<file path="src/rtl/inq_ary_ctl_if.sv">
// Handshake/bus bundle between the inbound-queue controller, its two requesters,
// the consumer and the 16-entry register array.
interface inq_ary_ctl_if #(
  parameter int AW = 4,
  parameter int DW = 8
);
  logic          flush;
  logic          req0_valid;
  logic [DW-1:0] req0_data;
  logic          req0_ready;
  logic          req1_valid;
  logic [DW-1:0] req1_data;
  logic          req1_ready;
  logic          wen;
  logic [AW-1:0] wr_addr;
  logic [DW-1:0] wr_data;
  logic [AW-1:0] rd_addr;
  logic [1:0]    rd_data;
  logic          deq_valid;
  logic [1:0]    deq_data;
  logic          deq_ready;
  logic [AW:0]   count;
  logic          full;
  logic          empty;
  logic          init_done;

  // Controller side
  modport slave (
    input  flush, req0_valid, req0_data, req1_valid, req1_data, rd_data, deq_ready,
    output req0_ready, req1_ready, wen, wr_addr, wr_data, rd_addr,
           deq_valid, deq_data, count, full, empty, init_done
  );

  // Environment side: requesters, consumer and array
  modport master (
    output flush, req0_valid, req0_data, req1_valid, req1_data, rd_data, deq_ready,
    input  req0_ready, req1_ready, wen, wr_addr, wr_data, rd_addr,
           deq_valid, deq_data, count, full, empty, init_done
  );
endinterface

</file>
<file path="src/rtl/inq_ary_ctl.sv">
// Enqueue/dequeue controller for the inbound-queue register array: scrub on reset/flush,
// two-requester arbitration, circular FIFO pointers. Define INQ_CTL_RR_EN for round-robin.
module inq_ary_ctl #(
  parameter int DEPTH = 16,
  parameter int AW    = 4,
  parameter int DW    = 8
) (
  input  logic         clk,
  input  logic         reset_l,
  inq_ary_ctl_if.slave bus
);

  localparam logic [AW:0]   CNT_FULL   = (AW+1)'(DEPTH);
  localparam logic [AW-1:0] SCRUB_LAST = AW'(DEPTH - 1);

  typedef enum logic {S_INIT, S_RUN} state_t;

  state_t        r_state, w_state_nxt;
  logic [AW-1:0] r_scrub_cnt, w_scrub_nxt;
  logic [AW-1:0] r_wr_ptr, w_wr_nxt;
  logic [AW-1:0] r_rd_ptr, w_rd_nxt;
  logic [AW:0]   r_count, w_count_nxt;

  logic w_run, w_full, w_empty, w_can_enq;
  logic w_sel1, w_gnt0, w_gnt1, w_enq, w_deq, w_deq_valid;

  assign w_run     = (r_state == S_RUN);
  assign w_full    = (r_count == CNT_FULL);
  assign w_empty   = (r_count == '0);
  assign w_can_enq = w_run & ~w_full & ~bus.flush;

`ifdef INQ_CTL_RR_EN
  logic r_last_gnt, w_last_gnt_nxt;

  // On contention, favour the requester that did not win the last fire
  assign w_sel1 = bus.req1_valid & (~bus.req0_valid | ~r_last_gnt);

  always_comb begin
    w_last_gnt_nxt = r_last_gnt;
    if (w_enq) w_last_gnt_nxt = w_gnt1;
  end

  always_ff @(posedge clk or negedge reset_l) begin
    if (!reset_l) r_last_gnt <= 1'b1;
    else          r_last_gnt <= w_last_gnt_nxt;
  end
`else
  assign w_sel1 = bus.req1_valid & ~bus.req0_valid;
`endif

  assign w_gnt0      = w_can_enq & bus.req0_valid & ~w_sel1;
  assign w_gnt1      = w_can_enq & w_sel1;
  assign w_enq       = w_gnt0 | w_gnt1;
  assign w_deq_valid = w_run & ~w_empty & ~bus.flush;
  assign w_deq       = w_deq_valid & bus.deq_ready;

  assign bus.req0_ready = w_gnt0;
  assign bus.req1_ready = w_gnt1;
  assign bus.rd_addr    = r_rd_ptr;
  assign bus.deq_valid  = w_deq_valid;
  assign bus.deq_data   = bus.rd_data;
  assign bus.count      = r_count;
  assign bus.full       = w_full;
  assign bus.empty      = w_empty;
  assign bus.init_done  = w_run;

  // Write port: scrub zeros while initialising, otherwise the granted payload
  always_comb begin
    bus.wen     = 1'b0;
    bus.wr_addr = r_wr_ptr;
    bus.wr_data = '0;
    if (!w_run) begin
      bus.wen     = 1'b1;
      bus.wr_addr = r_scrub_cnt;
    end else if (w_enq) begin
      bus.wen     = 1'b1;
      bus.wr_data = w_gnt1 ? bus.req1_data : bus.req0_data;
    end
  end

  always_comb begin
    w_state_nxt = r_state;
    w_scrub_nxt = r_scrub_cnt;
    w_wr_nxt    = r_wr_ptr;
    w_rd_nxt    = r_rd_ptr;
    w_count_nxt = r_count;
    if (bus.flush) begin
      w_state_nxt = S_INIT;
      w_scrub_nxt = '0;
      w_wr_nxt    = '0;
      w_rd_nxt    = '0;
      w_count_nxt = '0;
    end else begin
      case (r_state)
        S_INIT: begin
          w_scrub_nxt = r_scrub_cnt + 1'b1;
          if (r_scrub_cnt == SCRUB_LAST) w_state_nxt = S_RUN;
        end
        S_RUN: begin
          if (w_enq) w_wr_nxt = r_wr_ptr + 1'b1;
          if (w_deq) w_rd_nxt = r_rd_ptr + 1'b1;
          case ({w_enq, w_deq})
            2'b10:   w_count_nxt = r_count + 1'b1;
            2'b01:   w_count_nxt = r_count - 1'b1;
            default: w_count_nxt = r_count;
          endcase
        end
      endcase
    end
  end

  always_ff @(posedge clk or negedge reset_l) begin
    if (!reset_l) begin
      r_state     <= S_INIT;
      r_scrub_cnt <= '0;
      r_wr_ptr    <= '0;
      r_rd_ptr    <= '0;
      r_count     <= '0;
    end else begin
      r_state     <= w_state_nxt;
      r_scrub_cnt <= w_scrub_nxt;
      r_wr_ptr    <= w_wr_nxt;
      r_rd_ptr    <= w_rd_nxt;
      r_count     <= w_count_nxt;
    end
  end

endmodule
</file>
<file path="src/flat_wrapper.sv">
// flat-port wrapper written by rule: the top's interface ports become plain ports
module inq_ary_ctl_flat 
#(
  parameter int DEPTH = 16,
  parameter int AW    = 4,
  parameter int DW    = 8
)
  (clk, reset_l, bus_flush, bus_req0_valid, bus_req0_data, bus_req1_valid, bus_req1_data, bus_rd_data, bus_deq_ready, bus_req0_ready, bus_req1_ready, bus_wen, bus_wr_addr, bus_wr_data, bus_rd_addr, bus_deq_valid, bus_deq_data, bus_count, bus_full, bus_empty, bus_init_done);
  inq_ary_ctl_if #(.AW(AW), .DW(DW)) bus_i ();
  input  logic clk;
  input  logic reset_l;
  input wire logic [$bits(bus_i.flush)-1:0] bus_flush;
  input wire logic [$bits(bus_i.req0_valid)-1:0] bus_req0_valid;
  input wire logic [$bits(bus_i.req0_data)-1:0] bus_req0_data;
  input wire logic [$bits(bus_i.req1_valid)-1:0] bus_req1_valid;
  input wire logic [$bits(bus_i.req1_data)-1:0] bus_req1_data;
  input wire logic [$bits(bus_i.rd_data)-1:0] bus_rd_data;
  input wire logic [$bits(bus_i.deq_ready)-1:0] bus_deq_ready;
  output wire logic [$bits(bus_i.req0_ready)-1:0] bus_req0_ready;
  output wire logic [$bits(bus_i.req1_ready)-1:0] bus_req1_ready;
  output wire logic [$bits(bus_i.wen)-1:0] bus_wen;
  output wire logic [$bits(bus_i.wr_addr)-1:0] bus_wr_addr;
  output wire logic [$bits(bus_i.wr_data)-1:0] bus_wr_data;
  output wire logic [$bits(bus_i.rd_addr)-1:0] bus_rd_addr;
  output wire logic [$bits(bus_i.deq_valid)-1:0] bus_deq_valid;
  output wire logic [$bits(bus_i.deq_data)-1:0] bus_deq_data;
  output wire logic [$bits(bus_i.count)-1:0] bus_count;
  output wire logic [$bits(bus_i.full)-1:0] bus_full;
  output wire logic [$bits(bus_i.empty)-1:0] bus_empty;
  output wire logic [$bits(bus_i.init_done)-1:0] bus_init_done;
  assign bus_i.flush = bus_flush;
  assign bus_i.req0_valid = bus_req0_valid;
  assign bus_i.req0_data = bus_req0_data;
  assign bus_i.req1_valid = bus_req1_valid;
  assign bus_i.req1_data = bus_req1_data;
  assign bus_i.rd_data = bus_rd_data;
  assign bus_i.deq_ready = bus_deq_ready;
  assign bus_req0_ready = bus_i.req0_ready;
  assign bus_req1_ready = bus_i.req1_ready;
  assign bus_wen = bus_i.wen;
  assign bus_wr_addr = bus_i.wr_addr;
  assign bus_wr_data = bus_i.wr_data;
  assign bus_rd_addr = bus_i.rd_addr;
  assign bus_deq_valid = bus_i.deq_valid;
  assign bus_deq_data = bus_i.deq_data;
  assign bus_count = bus_i.count;
  assign bus_full = bus_i.full;
  assign bus_empty = bus_i.empty;
  assign bus_init_done = bus_i.init_done;
  inq_ary_ctl #(.DEPTH(DEPTH), .AW(AW), .DW(DW)) u_core (.clk(clk), .reset_l(reset_l), .bus(bus_i));
endmodule
</file>
<file path="config.mk">
export PLATFORM = sky130hd
export DESIGN_NAME = inq_ary_ctl_flat
export DESIGN_NICKNAME = d
export VERILOG_FILES = /design/src/rtl/inq_ary_ctl_if.sv /design/src/rtl/inq_ary_ctl.sv /design/src/flat_wrapper.sv
export SDC_FILE = /design/constraint.sdc
export NUM_CORES = 1
export LEC_CHECK = 0
export BUFFER_PORTS_ARGS = -buffer_cell sky130_fd_sc_hd__buf_2
export CORE_MARGIN = 1
export CORE_UTILIZATION = 51
export CTS_CLUSTER_SIZE = 28
export DETAILED_ROUTE_END_ITERATION = 12
export PLACE_DENSITY = 0.85
export SLEW_MARGIN = 0
export SYNTH_ARGS = -nofsm -noshare
export SYNTH_HDL_FRONTEND = slang
export SYNTH_SLANG_ARGS = --single-unit
</file>
<file path="constraint.sdc">
create_clock -name clk -period 4.93 [get_ports clk]
set_input_delay 0.493 -clock clk [delete_from_list [all_inputs] [get_ports clk]]
set_output_delay 0.493 -clock clk [all_outputs]
set_load 0.03 [all_outputs]
</file>
# Yosys cells after proc, flatten, opt, wreduce, memory -nomap -nowiden
# Cells that the tools add are included.
[word_totals]
reg_bits = 18
inputBits = 24
output_inout_bits = 30
wordCells = 58
[classes]
add_sub_neg = 5
n_eq_ne = 5
muxes = 20
bitwise = 15
n_reduce_logical = 8
[ops]
columns = ["op", "count"]
rows = [
  ["$mux W4", 9],
  ["$mux W8", 3],
  ["$add A4 B1 Y4 const B", 3],
  ["$mux W5", 2],
  ["$pmux W5 S2", 1],
  ["$and A1 B1 Y1", 9],
  ["$reduce_and A2 Y1", 3],
  ["$reduce_bool A2 Y1", 3],
  ["$add A5 B1 Y5 const B", 1],
  ["$eq A5 B5 Y1 const B", 1],
  ["$logic_not A5 Y1", 1],
  ["$mux W1", 5],
  ["$not A1 Y1", 5],
  ["$sub A5 B1 Y5 const B", 1],
  ["$eq A4 B4 Y1 const B", 1],
  ["$reduce_bool A3 Y1", 1],
  ["$eq A2 B1 Y1 const B", 1],
  ["$eq A2 B2 Y1 const B", 1],
  ["$ne A2 B2 Y1 const B", 1],
  ["$or A1 B1 Y1", 1],
]

# Longest topological paths before layout
[logic_depth]
word_depth = 11
ltp_mapped = 11

# Worst setup path before layout
# Ideal clock, no wire load.
[synth_timing]
path_kind = "register -> register"
from = "register u_core.r_count[1] (netlist: u_core.bus.count[1])"
to = "register u_core.r_count[4] (netlist: u_core.bus.count[4])"
setup_time_ns = 0.150
arrival_time_ns = 2.957
path_slack_ns = 1.822
path_stages_with_launch = 12
path_buffers = 1
cell_sequence = "dfrtp_1 -> or4_4 -> o211ai_2 -> buf_2 -> nand2_1 -> inv_2 -> ha_1 -> nor2b_1 -> o21a_1 -> or2_2 -> a311oi_1 -> a31oi_1"
[synth_via]
elab_chain_cells = 11
[synth_rtl]
columns = ["element", "line", "rtl"]
rows = [
  ["start: declaration", "inq_ary_ctl.sv:22", "logic [AW:0] r_count, w_count_nxt;"],
  ["start signal: assignment", "inq_ary_ctl.sv:124", "r_count <= w_count_nxt;"],
  ["$eq A5 B5 Y1", "inq_ary_ctl.sv:28", "assign w_full = (r_count == CNT_FULL);"],
  ["$not A1 Y1", "inq_ary_ctl.sv:30", "assign w_can_enq = w_run & ~w_full & ~bus.flush;"],
  ["$and A1 B1 Y1 (2 in series)", "inq_ary_ctl.sv:30", ""],
  ["$and A1 B1 Y1 (2 in series)", "inq_ary_ctl.sv:51", "assign w_gnt0 = w_can_enq & bus.req0_valid & ~w_sel1;"],
  ["$or A1 B1 Y1", "inq_ary_ctl.sv:53", "assign w_enq = w_gnt0 | w_gnt1;"],
  ["$eq A2 B1 Y1 / $eq A2 B2 Y1 (equally long branches)", "inq_ary_ctl.sv:102", "case ({w_enq, w_deq})"],
  ["$pmux W5 S2", "inq_ary_ctl.sv:102", ""],
  ["$mux W5", "inq_ary_ctl.sv:94", "case (r_state)"],
  ["$mux W5", "inq_ary_ctl.sv:87", "if (bus.flush) begin"],
]
# Several ways; a longest one is shown, not always the timed one. The select of a mux whose other input is x is not followed.
# A chain may end at the register's enable or synchronous reset.

# Final worst setup path
# Ends and elaborated chain as after synthesis.

==> metrics.yaml <==
outcome: "finished, final reports clean"
final_core_util: 0.676
critPathKind: "reg -> reg"
via_count: 1136
crit_path_start: "u_core.bus.count[1]"
finalHoldViolCount: 0
ys_seq_elements: 18
netlist_instances: 133
post_dp_cell_area_sq_mm: 0.00149
ant_nets: 0
ir_worst_vdd_v: 0.000197
antenna_cells: 0
drt_iter0_drc: 7
fin_crit_sh: 0.671
slowest_delay_ns: 0.61
drv_cap: 0
layout.cells.non_filler: 208
ios: 54
pre_cts_ws_ns: 1.68
dp_hpwl_mm: 2.15
path_max_fanout: 17
dieHeight_um: 51.4
worst_slack_ns: 1.62
grt_first_pass_wirelength_mm: 4.33
max-clock-path-buffers: 2
antenna_found_initial: 0
grt_max_degree: 19
synth.distinct_cells: 39
rows: 17
die_area_sq_mm: 0.00264
p_leak_nw: 0.801
core_area_sq_mm: 0.00225
insertion_delay_ns: 0.31
cts-root-buf: "clkbuf_4"
drive_above_1_share: 0.367
synthesis.area_sq_mm: 0.00124
fin_area_sq_mm: 0.00152
start_kind: "flip-flop"
hold_ws_ns: 0.0852
cts.sinks: 18
cts_tree: "done"
portBuffers: 49
total_power_uw: 306
first_pass_iters: 4
worst_pin_slew_ns: 0.675
nFillCells: 185
worst_ep_arrival_time_ns: 3.50
dieWidth_um: 51.4
yosysWarnings: 0
slew-limit-headroom: 0.548
multi_input_area_sq_um: 738
wl_mm: 2.79
synth_seq_area_share: 0.362
cts.clk_slew.worst_paths_ns: 0.11
required_ns: 5.12
drc: 0
p_per_area_mw_per_mm2: 201
syn_avg_cell_area_sq_um: 9.35
r2r-start: "u_core.bus.count[1]"
hold_class: "in -> async"
syn_nets: 164
placedCellCount: 204
routabilityCongestion: 0.823
finClkSkew_ns: 0.00980
num-nets-final: 212
area_growth_syn_to_layout_pct: 22.5
slowest_stage: "or4_4"
start_util: 0.552
cts_setup_buffers: 0
min_period_ns: 3.31
via_per_inst: 5.46
grt_pass1_vias: 982
grt-ovfl-total: 0
cts-buffers-inserted: 3
seq_area_sq_um: 450
post_cts_resized: 0
setup_viol: 0
rsz0062_at_grt: "no"
htreeDepth: 1
grt_usage: 0.222
routedWlPerCell_um: 13.4
path_cells: "or4_4 > o211ai_2 > nand2_1 > inv_2 > ha_1 > nor2b_1 > o21a_1 > or2_2 > a311oi_1 > a31oi_1"
timing.final.max_slew_violations: 0
hold_buffers: 0
finalSetupTns_ns: 0
cp-end-kind: "flip-flop"
fmax_mhz: 302
-- critical path, delay by kind of cell (launching register included) --
family,cells,cell delay [ns]
AND/OR/NAND/NOR,4,1.27
AO/OA/AOI/OAI,4,1.09
flip-flops,1,0.45
adder cells (fa/ha/maj),1,0.26
buffers and inverters,1,0.11
-- flip-flops by register name (all words and copies together), names as in the netlist --
| name | flops |
|---|---|
| u_core.r_wr_ptr | 4 |
| u_core.bus.rd_addr | 4 |
| u_core.bus.count | 5 |
| u_core.r_scrub_cnt | 4 |
| u_core.bus.init_done | 1 |
-- area by class of cell --
cell class | instances | share of cell area
Clock buffer | 4 | 0.0238
Inverter | 5 | 0.0123
Multi-Input combinational cell | 104 | 0.484
Sequential cell | 18 | 0.296
Tap cell | 28 | 0.0230
Timing Repair Buffer | 49 | 0.161
-- cell usage after synthesis --
| cell | instances | area share |
|---|---|---|
| inv_2 | 1 | 0.0030 |
| xor2_1 | 5 | 0.035 |
| buf_2 | 2 | 0.0080 |
| and2b_1 | 1 | 0.0060 |
| a21o_2 | 1 | 0.0070 |
| mux2i_1 | 9 | 0.072 |
| o21a_1 | 1 | 0.0060 |
| or2_2 | 2 | 0.010 |
| xnor2_1 | 3 | 0.021 |
| fa_1 | 1 | 0.016 |
| nand3_1 | 4 | 0.016 |
| a21boi_1 | 1 | 0.0060 |
| a41oi_1 | 1 | 0.0070 |
| and2_1 | 1 | 0.0050 |
| nand2_1 | 12 | 0.036 |
| a311oi_1 | 1 | 0.0070 |
| or4_4 | 1 | 0.0091 |
| nor2b_1 | 2 | 0.010 |
| a21oi_1 | 6 | 0.024 |
| buf_1 | 1 | 0.0030 |
| o211a_4 | 1 | 0.014 |
| nand4b_1 | 1 | 0.0070 |
| o211ai_2 | 1 | 0.010 |
| and3b_1 | 2 | 0.014 |
| nand2b_1 | 2 | 0.010 |
| nor4_1 | 3 | 0.015 |
| o21ai_1 | 2 | 0.0080 |
| buf_4 | 3 | 0.018 |
| a31oi_1 | 2 | 0.010 |
| or3_1 | 1 | 0.0050 |
| o21ai_0 | 3 | 0.012 |
| o21ai_4 | 1 | 0.013 |
| dfrtp_1 | 18 | 0.36 |
| mux2_2 | 4 | 0.036 |
| nand4_1 | 2 | 0.010 |
| xnor2_2 | 1 | 0.013 |
| nor2_1 | 20 | 0.060 |
| inv_1 | 4 | 0.012 |
| ha_1 | 6 | 0.060 |
-- metal layers --
layer,GRT usage,vias up,part of all wire
met3,0.0327,7,0.075
met2,0.394,44,0.48
met4,0.0856,0,0.016
li1,-,560,-
met1,0.267,525,0.43
met5,0,-,0
-- cells by family after synthesis --
| group | synth area share |
|---|---|
| and+or+nand+nor | 0.214 |
| adders and majority gates | 0.0765 |
| muxes | 0.109 |
| xor gates and xnor gates | 0.0694 |
| buffers and inverters | 0.0443 |
| AOI/OAI and AO/OA | 0.125 |
| DFF | 0.362 |
-- report_power, final --
group	internal [mW]	switching, mW	total [mW]
Sequential	0.151	0.00548	0.157
Clock	0.0452	0.0506	0.0957
Combinational	0.0204	0.0329	0.0533
Total	0.217	0.0890	0.306
-- placed cells by master, fill, tap and decap left out, drive strengths merged --
| master | instances |
|---|---|
| buf | 49 |
| nor2 | 20 |
| dfrtp | 18 |
| nand2 | 12 |
| mux2i | 9 |
| a21oi | 6 |
| ha | 6 |
| o21ai | 6 |
| xor2 | 5 |
| inv | 5 |
| mux2 | 4 |
| nand3 | 4 |
| xnor2 | 4 |
| clkbuf | 4 |
| nor4 | 3 |
| and3b | 2 |
| or2 | 2 |
| nand2b | 2 |
| a31oi | 2 |
| nand4 | 2 |
| nor2b | 2 |
| a21boi | 1 |
| or4 | 1 |
| and2b | 1 |
| o211ai | 1 |
| and2 | 1 |
| o211a | 1 |
| a21o | 1 |
| o21a | 1 |
| a41oi | 1 |
| a311oi | 1 |
| or3 | 1 |
| nand4b | 1 |
| fa | 1 |
-- path summary, 6_finish.rpt --
check                                             end  slack (ns)  cells after the start
worst max-delay path              u_core.bus.count[4]        1.62                     10
worst min-delay path              u_core.bus.count[4]        0.09                      1
worst min register to register  u_core.bus.rd_addr[3]        0.56                      2
worst max register to register    u_core.bus.count[4]        1.62                     10
min in group clk                   u_core.r_wr_ptr[3]        0.49                      2
max in group asynchronous       u_core.r_scrub_cnt[1]        4.56                      1
(Power assumes the default switching activity.)
